**src/rtl/gpt_top.sv**
```systemverilog
// General-purpose timer: prescaled up-counter with trigger slave modes and
// per-channel compare (PWM) or input-capture units.
`timescale 1ns / 1ps
module gpt_top #(
    parameter int unsigned CH_PAIRS_NUM = 2,
    parameter int unsigned CNT_W        = 16,
    parameter int unsigned PSC          = 0,
    parameter int unsigned ARR          = 99,
    parameter int unsigned TRG_SEL      = 1,
    parameter int unsigned SLAVE_MODE   = 1,
    parameter logic [2*CH_PAIRS_NUM-1:0]       CH_MODE  = '0,
    parameter logic [2*CH_PAIRS_NUM*CNT_W-1:0] CCR_INIT = '0
) (
    input  logic                      aclk_i,
    input  logic                      aresetn_i,
    input  logic [3:0]                itr_i,
    input  logic                      etr_i,
    input  logic [2*CH_PAIRS_NUM-1:0] ch_i,
    output logic                      trg_o,
    output logic [2*CH_PAIRS_NUM-1:0] ch_o
);
    localparam int unsigned N     = 2 * CH_PAIRS_NUM;
    localparam int unsigned SW    = 5 + N;
    localparam int unsigned PSC_W = (PSC > 0) ? $clog2(PSC + 1) : 1;
    localparam logic [4:0]  TRG_MASK = (TRG_SEL < 5) ? 5'(1 << TRG_SEL) : 5'd0;
    localparam logic        EN_RST   = (SLAVE_MODE != 1);

    logic [SW-1:0] sync1_q, sync2_q, sync3_q, rise;
    logic [1:0]    prime_q;
    logic          primed, trg_rise;
    logic [N-1:0]  ch_rise;

    always_ff @(posedge aclk_i) begin
        if (aresetn_i) begin
            sync1_q <= '0;
            sync2_q <= '0;
            sync3_q <= '0;
            prime_q <= '0;
        end else begin
            sync1_q <= {ch_i, etr_i, itr_i};
            sync2_q <= sync1_q;
            sync3_q <= sync2_q;
            if (prime_q != 2'd3) prime_q <= prime_q + 2'd1;
        end
    end

    // Edges are only trusted once the third stage holds a real sample, so an
    // input already high when reset releases is not mistaken for a rising edge.
    assign primed   = (prime_q == 2'd3);
    assign rise     = sync2_q & ~sync3_q & {SW{primed}};
    assign trg_rise = |(rise[4:0] & TRG_MASK);
    assign ch_rise  = rise[SW-1:5];

    logic             en_q, en_d;
    logic [CNT_W-1:0] cnt_q, cnt_d;
    logic [PSC_W-1:0] psc_q, psc_d;
    logic             trg_q, trg_d;
    logic             tick;

    assign tick = en_q && (psc_q == PSC_W'(PSC));

    always_comb begin
        en_d  = en_q;
        cnt_d = cnt_q;
        psc_d = psc_q;
        trg_d = 1'b0;
        if (SLAVE_MODE == 1 && trg_rise) en_d = 1'b1;
        if (SLAVE_MODE == 2 && trg_rise) begin
            cnt_d = '0;
            psc_d = '0;
            trg_d = 1'b1;
        end else if (en_q) begin
            if (tick) begin
                psc_d = '0;
                if (cnt_q == CNT_W'(ARR)) begin
                    cnt_d = '0;
                    trg_d = 1'b1;
                end else begin
                    cnt_d = cnt_q + 1'b1;
                end
            end else begin
                psc_d = psc_q + 1'b1;
            end
        end
    end

    always_ff @(posedge aclk_i) begin
        if (aresetn_i) begin
            en_q  <= EN_RST;
            cnt_q <= '0;
            psc_q <= '0;
            trg_q <= 1'b0;
        end else begin
            en_q  <= en_d;
            cnt_q <= cnt_d;
            psc_q <= psc_d;
            trg_q <= trg_d;
        end
    end

    logic [N-1:0][CNT_W-1:0] ccr_q;
    logic [N-1:0]            ch_q;

    // Compare channels hold CCR_INIT forever; capture channels latch cnt on edges.
    always_ff @(posedge aclk_i) begin
        if (aresetn_i) begin
            for (int n = 0; n < N; n++) begin
                ccr_q[n] <= CH_MODE[n] ? '0 : CCR_INIT[n*CNT_W +: CNT_W];
            end
            ch_q <= '0;
        end else begin
            for (int n = 0; n < N; n++) begin
                if (CH_MODE[n]) begin
                    ch_q[n] <= ch_rise[n];
                    if (ch_rise[n]) ccr_q[n] <= cnt_q;
                end else begin
                    ch_q[n] <= (cnt_q < ccr_q[n]);
                end
            end
        end
    end

    assign trg_o = trg_q;
    assign ch_o  = ch_q;

endmodule

```
**config.mk**
```make
export PLATFORM = sky130hd
export DESIGN_NAME = gpt_top
export DESIGN_NICKNAME = d
export VERILOG_FILES = /design/src/rtl/gpt_top.sv
export SDC_FILE = /design/constraint.sdc
export NUM_CORES = 1
export LEC_CHECK = 0
export ABC_AREA = 1
export ABC_CLOCK_PERIOD_IN_PS = 1600
export BUFFER_PORTS_ARGS = -buffer_cell sky130_fd_sc_hd__buf_4
export CORE_MARGIN = 2
export CORE_UTILIZATION = 32
export DETAILED_ROUTE_END_ITERATION = 16
export PLACE_DENSITY_LB_ADDON = 0.08
export SLEW_MARGIN = 10
export SYNTH_ARGS = -nofsm -noshare
export SYNTH_HDL_FRONTEND = slang
export SYNTH_SLANG_ARGS = --single-unit
```
**constraint.sdc**
```tcl
create_clock -name aclk_i -period 1.6 [get_ports aclk_i]
set_input_delay 0 -clock aclk_i [delete_from_list [all_inputs] [get_ports aclk_i]]
set_output_delay 0 -clock aclk_i [all_outputs]
set_load 0.01 [all_outputs]
```
Word-level counts from Yosys, hierarchy flattened. Index checks and enable logic that the tools add are counted.

Equal/unequal tests: 3. Muxes and demuxes: 3. Bitwise logic cells: 6. Reduce and logical (&&, ||, !) cells: 3. Order comparisons: 1. Add/subtract/negate cells: 3.

Operator list (count): adder 16 x 1 -> 16 bit (second input constant) (1); == test 16 x 7 -> 1 bit (second input constant) (1); < comparator 16 x 1 -> 1 bit (second input constant) (1); two-way mux 16 bit (1); bitwise AND 2 bit (2); inverter 1 bit (3); OR reduction 3 bit (1); adder 2 x 1 -> 2 bit (second input constant) (1); == test 2 bit (second input constant) (1); two-way mux 1 bit (2); inequality test 2 bit (second input constant) (1); inverter 2 bit (1); AND reduction 2 bit (1); adder 1 bit (second input constant) (1); logical AND 1 bit (1).

Bits in registers: 28. Output and inout bits: 5. Bits of input ports: 11.

Longest topological paths before layout. Gate-level depths: netlist of the first run.

Depth in word-level cells: 4. Gate-level depth with buffers: 8.

Worst setup path after synthesis of the first run. OpenSTA, ideal clock, no wires.

Kind: reg2reg. Start: reg cnt_q[0]. End: reg cnt_q[6]. Arrival: 1.145 ns. Data required time: 1.485 ns. Setup slack: 0.340 ns. Cell stages (with the launch flop): 7. Buffers on the path: 0. Path through: dfxtp_1 -> ha_1 -> inv_1 -> nor3_1 -> nand3_4 -> nand2_4 -> nor2_2.

Longest elaborated chain between the ends: 2. Elaborated cells between the ends (all ways): 3. Classes of those cells: 1 x add/sub; 1 x eq/ne; 1 x mux.

RTL lines: start: declaration (RTL line 55) `logic [CNT_W-1:0] cnt_q, cnt_d;`; start signal: assignment (RTL line 95) `cnt_q <= cnt_d;`; adder 16 x 1 -> 16 bit / == test 16 x 7 -> 1 bit (equally long branches) (RTL line 79, 75); two-way mux 16 bit * (RTL line 75) `if (cnt_q == CNT_W'(ARR)) begin`.

Mark *: on every way between the ends. The rest lies on a longest branch, timed or not. A chain may end at the register's enable or synchronous reset.

Worst setup path after layout of the first run.
Start: reg cnt_q[0]. End: reg cnt_q[5].

The elaborated chain is that of the path after synthesis.

==> qor.txt, run 1 <==
Avg Synthesized Cell Area -> 7.52 um^2
Core area -> 0.00363 mm^2
R2R setup slack -> 0.17 ns
Layout cells sized above 1 -> 16.7%
Largest net degree at the start of global routing -> 15
Initial Util -> 33.1%
Post-CTS sizing -> 0
Period minus WS final -> 1.43 ns
Largest area contributor in the netlist -> dfxtp_1
Mapped cell area -> 0.00120 mm^2
Slowest stage delay, CP -> 0.40 ns
CP max FO -> 7
Post-Layout Cell Count -> 216
Multi-input gate area -> 639 um^2
Final hold slack -> 0.416 ns
Mapped Cells -> 160
CP Cell Sequence -> ha_1 -> inv_1 -> nor3_1 -> nand3_4 -> nand2_4 -> nor2_2
DR WL met2 -> 1.04 mm
CTS Buf Count -> 3
Max Used Layer -> met4
Number of synthesized register bits -> 24
Worst clock skew -> 0.00188 ns
Die Height -> 65.3 um
Row Count -> 22
Max Slew Vio Count -> 0
TritonRoute pass-1 iters -> 4
CTS tree -> done
Crit path required time -> 1.78 ns
CP Class -> reg -> reg
Reg clk slew, reported paths -> 0.09 ns
Vias -> 938
WL met3 -> 81 um
Grt total ovfl -> 0
Max Cap Viol -> 0
Status -> complete, no violations
Root Buffer -> clkbuf_8
Clk_lat worst skew -> 0.27 ns
Seq/Total Area, Yosys -> 40.0%
Fillers -> 393
CP endpoint kind -> register
Hold path cells -> 2
First-pass GRT wire length -> 4.35 mm
Placer Congestion -> 0.799
Register area -> 480 um^2
Hold_sp -> sync1_q[1]
Setup Fix Bufs, Post-CTS -> 0
Reg-to-Reg Start -> cnt_q[0]
Post-DRT Antenna Nets -> 0
Number of H-tree levels -> 1
M1 WL -> 1.21 mm
Pwr Density -> 894 mW/mm^2
Area growth from synthesis to layout -> 13.4%
Vias per cell -> 4.34
Worst hold endpoint -> sync2_q[1]
VDD IR-drop max -> 0.000424 V
Average wire per standard cell -> 10.9 um
Reg2reg path depth -> 6
Port buffer count -> 3
Crit path DAT -> 1.61 ns
1st-iter DRT viols -> 41
Antenna diodes -> 0
Post-route setup TNS -> 0 ns
Vias in the first global route -> 956
Ranking of synthesized cells by area -> dfxtp_1, nor2_1, nand3_1
DRC -> 0
Clock Path Buffers -> 2
Routed wire length -> 2.36 mm
CTS sink cnt -> 24
Fin. Hold Viols -> 0
Die area -> 0.00426 mm^2
RSZ-0062 raised after global routing -> no
Placed cell count -> 209
Worst Hold Class -> reg -> reg
Post-DP HPWL -> 1.79 mm
Setup violators final -> 0
R2r endpoint -> cnt_q[5]
Most frequent cells in the layout -> nor2_1, dfxtp_1, nand2_1
I/O Pins -> 16
Total power -> 1.22 mW
Crit-path slowest cell -> dfxtp_1
Final period util -> 89.4%
Post-layout worst setup margin -> 0.170 ns
Warnings, synthesis -> 0
Total GRT Usage -> 13.4%
Max Freq -> 0.699 GHz
Most common cell after layout, fill and taps aside -> nor2_1
DP Worst Slack -> 0.187 ns
Top cell type's share of synthesized area -> 40.0%
Nets@finish -> 182
Synth cell types -> 25
CP startpoint kind -> register
Leak pwr -> 0.510 nW
Antenna violations before repair -> 0
Chip width -> 65.3 um
area by class of cell:
type,count,share of cell area [%]
timing repair buffer,6,3.85
sequential,24,35.2
clock inverter,1,2.20
inverter,16,4.40
clock buffer,3,3.03
multi-input combinational,118,46.9
tap,48,4.40
flip-flops by register name (all words and copies together), names as in the netlist:
name     count
sync3_q      1
prime_q      2
sync2_q      1
sync1_q      1
cnt_q       16
en_q         1
psc_q        1
trg_o        1
kinds of logic (layout without fill, tap and decap cells):
kind of cell | after synthesis | count (layout) | share of synthesized area, %
buffers and inverters | 21 | 26 | 7.80
AOI/OAI and AO/OA | 10 | 10 | 4.79
DFF | 24 | 24 | 40.0
xor gates and xnor gates | 6 | 6 | 4.37
adders and majority gates | 2 | 2 | 2.08
other | 1 | 4 | 0.312
and+or+nand+nor | 96 | 96 | 40.7
stage by stage:
step | utilization (%) | area (um^2)
floorplan | - | 1210
global placement | 34.7 | 1260
detailed placement | 34.7 | 1260
CTS | 37.5 | 1360
global route | 37.5 | 1360
finish | 37.5 | 1360
synthesized netlist by cell type, drive strengths merged:
cell     n
o22ai    1
buf      4
conb     1
xnor2    1
nor2    49
inv     16
xor2     5
ha       2
nand2   23
o21bai   1
nand3   15
nand4    4
nor3     5
dfxtp   24
clkbuf   1
a21oi    5
o21ai    3
critical path: cells and delay by family, from the launching register on:
kind          cells  cell delay (ns)
simple gates      4             0.63
flops             1             0.40
fa+ha+maj         1             0.23
buf+inv           1             0.08
what timing repair did:
action	CTS	global route
hold endpoints to repair	11	0
hold buffers	3	0
setup endpoints to repair	0	0
how the worst max path moves through the flow:
stage              from   endpoint  slack (ns)
2_1_floorplan  cnt_q[0]   cnt_q[6]        0.34
3_3_place_gp   cnt_q[0]   cnt_q[1]        0.19
3_5_place_dp   cnt_q[0]   cnt_q[6]        0.19
4_1_cts        cnt_q[0]   cnt_q[5]        0.17
5_1_grt        cnt_q[1]  cnt_q[12]        0.05
6_report       cnt_q[0]   cnt_q[5]        0.17
report_power, final:
part,switching (mW),leakage (nW),internal (mW)
sequential,0.00838,0.194,0.611
clock,0.209,0.0357,0.335
combinational,0.0342,0.280,0.0217
layer usage:
layer  vias up  track usage [%]
met2        12             22.2
met1       406             16.8
met5         -                0
met3         5             4.11
li1        515                -
met4         0             3.91
Power figures use the tool's default switching activity.
==> run 2, diff against run 1 <==
- BUFFER_PORTS_ARGS: -buffer_cell sky130_fd_sc_hd__buf_4 -> default
- DONT_BUFFER_PORTS: default -> 1
==> run 2 against run 1 <==
Net effect: clock power is 36% lower; global-route usage is 0.70 points lower; sequential cell count stayed put; clock skew is 0.00073 ns higher; worst setup slack worse by 0.021 ns; die area unchanged; critical path type unchanged; highest routed layer unchanged.
==> qor.txt, run 2 (synthesized netlist as in run 1, its figures left out) <==
Status -> complete, no violations
Max Freq -> 0.689 GHz (-1.5%)
Sw frac -> 21.8% (+1.1 points)
Number of H-tree levels -> 1 (unchanged)
DRC -> 0 (unchanged)
R2r endpoint -> cnt_q[10]
Layout cells sized above 1 -> 14.7% (-1.9 points)
CP Class -> reg -> reg
First-pass GRT wire length -> 4.16 mm (-4.4%)
Vias in the first global route -> 911 (-4.7%)
Grt total ovfl -> 0 (unchanged)
Max Slew Vio Count -> 0 (unchanged)
Reg2reg path depth -> 6 (unchanged)
Post-DRT Antenna Nets -> 0 (unchanged)
Antenna diodes -> 0 (unchanged)
Hold path cells -> 3 (+1)
Max reg flops -> 16 (unchanged)
Core area -> 0.00363 mm^2 (unchanged)
Setup violators final -> 0 (unchanged)
Post-CTS sizing -> 0 (unchanged)
Comb pwr share -> 5.0% (+0.4 points)
RSZ-0062 raised after global routing -> no
Layout Utilization -> 35.8% (-1.7 points)
Fillers -> 405 (+3.1%)
Crit path DAT -> 1.60 ns (about the same)
R2R setup slack -> 0.15 ns (-0.02 ns)
Pwr Density -> 782 mW/mm^2 (-13%)
Clk_lat worst skew -> 0.26 ns (about the same)
Worst hold endpoint -> prime_q[1]
Total GRT Usage -> 12.7% (-0.70 points)
Placer Congestion -> 0.774 (-3.2%)
Reg clk slew, reported paths -> 0.08 ns (about the same)
Reg-to-Reg Start -> cnt_q[0]
Row Count -> 22 (unchanged)
Hold_sp -> aresetn_i
Slowest stage delay, CP -> 0.41 ns (about the same)
Period minus WS final -> 1.45 ns (+0.0214 ns)
Nets@finish -> 178 (-2.2%)
CTS sink cnt -> 24 (unchanged)
Vias per cell -> 4.40 (+1.3%)
Most common cell after layout, fill and taps aside -> nor2_1
Crit-path slowest cell -> dfxtp_1
Placed instance area -> 0.00124 mm^2 (-1.8%)
Placed cell count -> 206 (-1.4%)
I/O Pins -> 16 (unchanged)
Die area -> 0.00426 mm^2 (unchanged)
Worst clock skew -> 0.00261 ns (+0.000733 ns)
Vias -> 928 (-1.1%)
CP Cell Sequence -> ha_1 -> nand3_1 -> nor2_2 -> nand3_1 -> xor2_1 -> nor2_1
Root Buffer -> clkbuf_8
Routed wire length -> 2.32 mm (-1.8%)
Post-layout worst setup margin -> 0.148 ns (-0.0214 ns)
Antenna violations before repair -> 0 (unchanged)
Clk pwr share -> 34.2% (-10 points)
Sw Pwr -> 0.221 mW (-12%)
CTS tree -> done
Fin. Hold Viols -> 0 (unchanged)
Max Cap Viol -> 0 (unchanged)
Final hold slack -> 0.0745 ns (-0.342 ns)
Average wire per standard cell -> 11.0 um (+0.55%)
Finished Cell Area -> 0.00130 mm^2 (-4.6%)
Largest regs -> cnt_q (16), prime_q (2)
CP endpoint kind -> register
Port buffer count -> 0 (-3)
Register area -> 480 um^2 (unchanged)
Die Height -> 65.3 um (unchanged)
Internal -> 0.796 mW (-18%)
TritonRoute pass-1 iters -> 4 (unchanged)
Setup crit start -> cnt_q[0]
Largest net degree at the start of global routing -> 13 (-2)
Post-DP HPWL -> 1.75 mm (-2.3%)
Multi-input gate area -> 639 um^2 (unchanged)
Post-route setup TNS -> 0 ns (unchanged)
DP Worst Slack -> 0.160 ns (-0.0264 ns)
Seq pwr share -> 60.8% (+10 points)
1st-iter DRT viols -> 39 (-4.9%)
CP max FO -> 4 (-3)
Total power -> 1.02 mW (-17%)
Chip width -> 65.3 um (unchanged)
Initial Util -> 33.1% (unchanged)
Area growth from synthesis to layout -> 8.22%
Worst Hold Class -> in -> reg
Most frequent cells in the layout -> nor2_1, dfxtp_1, nand2_1
Top reg by flops -> cnt_q
CP startpoint kind -> register
CTS Hold Bufs -> 2 (-1)
Clock Path Buffers -> 2 (unchanged)
Crit path required time -> 1.74 ns (-0.04 ns)
Final period util -> 90.7% (+1.3 points)
VDD IR-drop max -> 0.000384 V (-9.6%)
CTS Buf Count -> 3 (unchanged)
Post-Layout Cell Count -> 211 (-2.3%)
Critical path's most frequent cell -> nand3_1
Setup Fix Bufs, Post-CTS -> 0 (unchanged)
Leak pwr -> 0.475 nW (-6.8%)
run 2: worst max path at each step:
stage	to	slack [ns]	cells after the start
after floorplan	cnt_q[6]	0.34	6
after global placement	cnt_q[6]	0.17	6
after detailed placement	cnt_q[6]	0.16	6
after CTS	cnt_q[6]	0.14	6
after global routing	cnt_q[10]	0.05	6
final	cnt_q[10]	0.15	6
run 2: critical path, delay by kind of cell (launching register included):
kind	cells	cell delay [ns]
XOR/XNOR	1	0.16
adder cells (fa/ha/maj)	1	0.24
flip-flops	1	0.41
AND/OR/NAND/NOR	4	0.53
run 2: power by group through the flow:
stage / clock [mW] / combinational (mW) / sequential [mW]
global route: 0.398 / 0.0615 / 0.621
finish: 0.348 / 0.0505 / 0.619
floorplan: 0 / 0.0458 / 0.632
global placement: 0 / 0.0409 / 0.632
CTS: 0.376 / 0.0514 / 0.620
detailed placement: 0 / 0.0432 / 0.634
run 2: cell type report:
class	count	share of cell area [%]
tap	48	4.62
multi-input combinational	118	49.1
timing repair buffer	2	1.54
clock buffer	3	3.17
inverter	16	4.62
sequential	24	36.9
run 2: routing by layer:
layer	up-vias	part of all wire (%)	track usage, %
met2	12	44	19.9
met4	0	2.0	6.25
met5	-	0	0
met1	404	51	16.9
met3	5	2.6	2.05
li1	507	-	-
